`src/rtl/fastinput_pkg.sv`:
```
// fastinput_pkg: shared edge-mode encodings for the fast-input counter
package fastinput_pkg;
  localparam logic [1:0] EM_OFF  = 2'b00;
  localparam logic [1:0] EM_RISE = 2'b01;
  localparam logic [1:0] EM_FALL = 2'b10;
  localparam logic [1:0] EM_BOTH = 2'b11;
endpackage

```
`src/rtl/fastinput_chan.sv`:
```
// fastinput_chan: one input channel of synchroniser, glitch filter, edge qualifier and counter
module fastinput_chan
  import fastinput_pkg::*;
#(
  parameter int CW          = 32,
  parameter int SYNC_STAGES = 2,
  parameter int FILT_W      = 4
) (
  input  logic              clk,
  input  logic              rst,
  input  logic              din,
  input  logic [1:0]        mode,
  input  logic [FILT_W-1:0] filt_len,
  input  logic              clr,
  output logic              edge_pulse,
  output logic [CW-1:0]     cnt,
  output logic              ovf
);
  logic [SYNC_STAGES-1:0] sy;
  logic [FILT_W:0] fc;
  logic s, f, f_prev, rise, fall;
  assign s = sy[SYNC_STAGES-1];
  assign rise = f & ~f_prev;
  assign fall = ~f & f_prev;
  assign edge_pulse = (rise & (mode == EM_RISE || mode == EM_BOTH)) |
                      (fall & (mode == EM_FALL || mode == EM_BOTH));
  // bring the raw pin into the clock domain
  always_ff @(posedge clk or negedge rst)
    if (!rst) sy <= '0;
    else sy <= {sy[SYNC_STAGES-2:0], din};
  // f follows s only after N+1 consecutive disagreeing cycles; a shortened N toggles at once
  always_ff @(posedge clk or negedge rst)
    if (!rst) begin
      f  <= 1'b0;
      fc <= '0;
    end else if (filt_len == '0 || s == f) begin
      f  <= s;
      fc <= '0;
    end else if (fc >= {1'b0, filt_len}) begin
      f  <= ~f;
      fc <= '0;
    end else fc <= fc + 1'b1;
  // edge history and counting; a clear coincident with an edge keeps that edge
  always_ff @(posedge clk or negedge rst)
    if (!rst) begin
      f_prev <= 1'b0;
      cnt    <= '0;
      ovf    <= 1'b0;
    end else begin
      f_prev <= f;
      if (clr) begin
        cnt <= CW'(edge_pulse);
        ovf <= 1'b0;
      end else if (edge_pulse) begin
        cnt <= cnt + 1'b1;
        ovf <= ovf | (&cnt);
      end
    end
endmodule

```
`src/rtl/fastinput_counter.sv`:
```
// fastinput_counter: multi-channel filtered edge counter with atomic snapshot
module fastinput_counter #(
  parameter int CH          = 4,
  parameter int CW          = 32,
  parameter int SYNC_STAGES = 2,
  parameter int FILT_W      = 4
) (
  input  logic              clk,
  input  logic              rst,
  input  logic [CH-1:0]     fast_in,
  input  logic [2*CH-1:0]   edge_mode,
  input  logic [FILT_W-1:0] filt_len,
  input  logic [CH-1:0]     clr,
  input  logic              snap,
  output logic [CH-1:0]     edge_pulse,
  output logic [CH*CW-1:0]  cnt_bus,
  output logic [CH*CW-1:0]  snap_bus,
  output logic              snap_valid,
  output logic [CH-1:0]     ovf
);
  for (genvar i = 0; i < CH; i++) begin : g_ch
    fastinput_chan #(.CW(CW), .SYNC_STAGES(SYNC_STAGES), .FILT_W(FILT_W)) u_chan (
      .clk        (clk),
      .rst        (rst),
      .din        (fast_in[i]),
      .mode       (edge_mode[2*i +: 2]),
      .filt_len   (filt_len),
      .clr        (clr[i]),
      .edge_pulse (edge_pulse[i]),
      .cnt        (cnt_bus[i*CW +: CW]),
      .ovf        (ovf[i])
    );
  end
  // capture the pre-update counters of every channel in one edge
  always_ff @(posedge clk or negedge rst)
    if (!rst) begin
      snap_bus   <= '0;
      snap_valid <= 1'b0;
    end else begin
      snap_valid <= snap;
      if (snap) snap_bus <= cnt_bus;
    end
endmodule

```
`config.mk`:
```
export PLATFORM = sky130hd
export DESIGN_NAME = fastinput_counter
export DESIGN_NICKNAME = d
export VERILOG_FILES = /design/src/rtl/fastinput_pkg.sv /design/src/rtl/fastinput_chan.sv /design/src/rtl/fastinput_counter.sv
export SDC_FILE = /design/constraint.sdc
export NUM_CORES = 1
export LEC_CHECK = 0
export BUFFER_PORTS_ARGS = -buffer_cell sky130_fd_sc_hd__buf_2
export CAP_MARGIN = 30
export CORE_MARGIN = 4
export CORE_UTILIZATION = 55
export CTS_CLUSTER_DIAMETER = 40
export DETAILED_ROUTE_END_ITERATION = 10
export PLACE_DENSITY = 0.76
export SYNTH_ARGS = -nofsm -noshare
export SYNTH_HDL_FRONTEND = slang
export SYNTH_HIERARCHICAL = 1
export SYNTH_SLANG_ARGS = --single-unit
```
`constraint.sdc`:
```
create_clock -name clk -period 5.17 [get_ports clk]
set_input_delay 0 -clock clk [delete_from_list [all_inputs] [get_ports clk]]
set_output_delay 0 -clock clk [all_outputs]
set_load 0.01 [all_outputs]
```
==> out/results.ini <==
[outcome]
status = finished clean

[detailed_routing]
wl_mm = 32.0
drc = 0
via_count = 10000
wl_per_cell_um = 17.7
via_per_inst = 5.55
ant_nets = 0
drt_first_pass_iters = 5
drt_iter0_drc = 552

[yosys]
yosysSeqAreaShare_pct = 55.2
synth_fp_nets = 1186
ys_ff_latch = 297
synth_edf_count = 0
ys_warn_count = 6
synth_cell_types = 33
synth_ff_type = dfrtp_1
synth_area_um2 = 13500
avgSynthCellArea_um2 = 11.8
synth_cells = 1139
async_flop_share_pct = 100

[layout]
register_area_um2 = 7430
nets = 1499
area_delta_synth_final_pct = 23.5
fillers = 1818
final_layout_size_suffix_gt1_share_pct = 34.8
fin_cells = 1802
multi_input_area_um2 = 5640
final_cell_mix = dfrtp_1 (297), buf_2 (285), nor2_1 (148), mux2_2 (132), xor2_1 (76)
layout_commonest_cell = dfrtp_1
post-route-util_pct = 68.8
antenna_cells = 0

[clock_tree]
cts_tree = built
path_clk_slew_ps = 60
cts.path.max_buffers = 3
clock_latency_ps = 520
cts_setup_buffers = 0
cts_sinks = 297
cts_buffers = 40
post_cts_resized = 0
root_buffer = clkbuf_16
ctsHtreeMaxLevel = 2
holdBufCountCts = 18

[hold_path]
hold_class = primary input to flop
min_to = g_ch[2].u_chan/cnt[3]
min_path_cells = 5
holdCritStartpoint = edge_mode[5]

[timing]
finalSetupViolCount = 0
maxSlewHeadroom_pct = 38.1
slew_viol_final = 0
finalHoldViolCount = 0
fin_setup_tns_ps = 0
rsz0062_at_grt = no
max_slew.worst_pin.slew_ps = 928
period_minus_slack_ps = 2160
max_clock_freq_mhz = 463
fin_crit_sh_pct = 41.7
holdWs_ps = 31.7
finClkSkew_ps = 10.3

[pwr]
peakVddDrop_uv = 271
cellPowerDensity_nw_per_um2 = 352
cellLeakagePower_nw = 8.56
totalPowerFinal_mw = 5.86

[global_routing]
grt_pass1_vias = 9888
grt_usage_pct = 23.2
grt_first_pass_wirelength_mm = 51.4
grt_overflow_total = 0
antenna_found_initial = 1
grt_max_degree = 127

[critical_path]
reg2reg_from = g_ch[3].u_chan/cnt[1]
end_kind = flop
cp-start-kind = flop
critPathArrivalTime_ps = 2590
critPathSlowestCell = a2111oi_4
path_max_fanout = 7
cp_data_required_time_ps = 5600
rr_endpoint = g_ch[3].u_chan/cnt[18]
reg2regPathDepth = 6
crit_chain = ha_1, nand2_1, a2111oi_4, nand3_2, or3_1, a21oi_1
slowest_delay_ps = 580
worst-setup-path-type = flop to flop
rrSetupSlack_ps = 3010

[flow_run]
drv_cap = 0

[floorplan]
fp.dieH_um = 165
start_util_pct = 55.7
dieArea_um2 = 27100
ioPinCount = 288
die_w_um = 165
core_um2 = 24200
fp-row-count = 57

[placement]
port_buffers = 287
dpl.cell_count = 1716
gp_congestion = 0.872
hpwl_mm = 22.2

cell families after synthesis:
logic type,Yosys count,synth area share (%)
AO/OA/AOI/OAI,56,3.46
XOR/XNOR,132,8.58
adder cells (fa/ha/maj),24,2.23
buffers and inverters,78,3.14
flip-flops,297,55.2
multiplexers,132,11.0
AND/OR/NAND/NOR,420,16.4
metrics by stage:
stage / instance area [um^2] / setup slack (ps)
3_5_place_dp: 15100 / 3040
6_report: 16600 / 3010
5_1_grt: 16600 / 2830
4_1_cts: 16600 / 3040
3_3_place_gp: 15100 / 2860
2_1_floorplan: 13500 / 3340
final cells by class:
cell class                 instances  area share (%)
inverter                          36           0.813
tap                              324            2.44
timing repair buffer             313            10.3
clock buffer                      49            6.46
clock inverter                    19            1.41
multi-input combinational        764            33.9
sequential                       297            44.7
power breakdown:
group          internal [mW]  switching [mW]  total (mW)
combinational          0.274           0.358       0.632
clock                   1.64            1.01        2.66
sequential              2.44           0.130        2.57
state kept, by name, summed over array words and instances (netlist names):
register and flops:
g_ch.u_chan/cnt 128, snap_valid 1, g_ch.u_chan/fc 20, g_ch.u_chan/ovf 4, g_ch.u_chan/f_prev 4, g_ch.u_chan/sy 8
g_ch.u_chan/f 4, snap_bus 128
synthesized netlist by cell type (6+ instances only):
| master | count | area (um^2) |
|---|---|---|
| buf_6 | 6 | 67.6 |
| ha_1 | 24 | 300 |
| nand3b_4 | 8 | 160 |
| xnor2_1 | 56 | 490 |
| and4_1 | 8 | 70.1 |
| o21ai_1 | 8 | 40.0 |
| mux2_2 | 132 | 1490 |
| nor4_1 | 16 | 100 |
| clkbuf_1 | 20 | 75.1 |
| nor3_1 | 16 | 80.1 |
| nor2_1 | 148 | 556 |
| nand3_1 | 60 | 300 |
| and3_1 | 20 | 125 |
| dfrtp_1 | 297 | 7430 |
| a21oi_1 | 16 | 80.1 |
| a211oi_1 | 12 | 90.1 |
| nand4_1 | 72 | 450 |
| inv_1 | 36 | 135 |
| xor2_1 | 76 | 666 |
| and2_1 | 12 | 75.1 |
| nand2_1 | 40 | 150 |
| clkbuf_8 | 8 | 110 |
| nand2b_1 | 8 | 50.1 |
how the worst max path moves through the flow:
stage                                   endpoint  cells past startpoint  slack, ps                   from
after floorplan           g_ch[0].u_chan/cnt[18]                      6       3340  g_ch[0].u_chan/cnt[0]
after global placement    g_ch[1].u_chan/cnt[27]                      5       2860  g_ch[1].u_chan/cnt[5]
after detailed placement  g_ch[1].u_chan/cnt[21]                      6       3040  g_ch[1].u_chan/cnt[5]
after CTS                 g_ch[1].u_chan/cnt[21]                      6       3040  g_ch[1].u_chan/cnt[5]
after global routing      g_ch[1].u_chan/cnt[29]                      6       2830  g_ch[1].u_chan/cnt[5]
final                     g_ch[3].u_chan/cnt[18]                      6       3010  g_ch[3].u_chan/cnt[1]
critical path: cells and delay by family (launching register included):
| kind | cells | cell delay [ps] |
|---|---|---|
| fa+ha+maj | 1 | 270 |
| simple gates | 3 | 630 |
| flops | 1 | 420 |
| compound gates | 2 | 750 |
metal layers:
layer / share of wire (%) / track usage, %
met1: 43 / 32.0
met5: 0.041 / 0
met4: 1.6 / 5.67
met2: 49 / 38.5
met3: 5.8 / 3.97
Note: power is estimated with default switching activity, not from simulation.
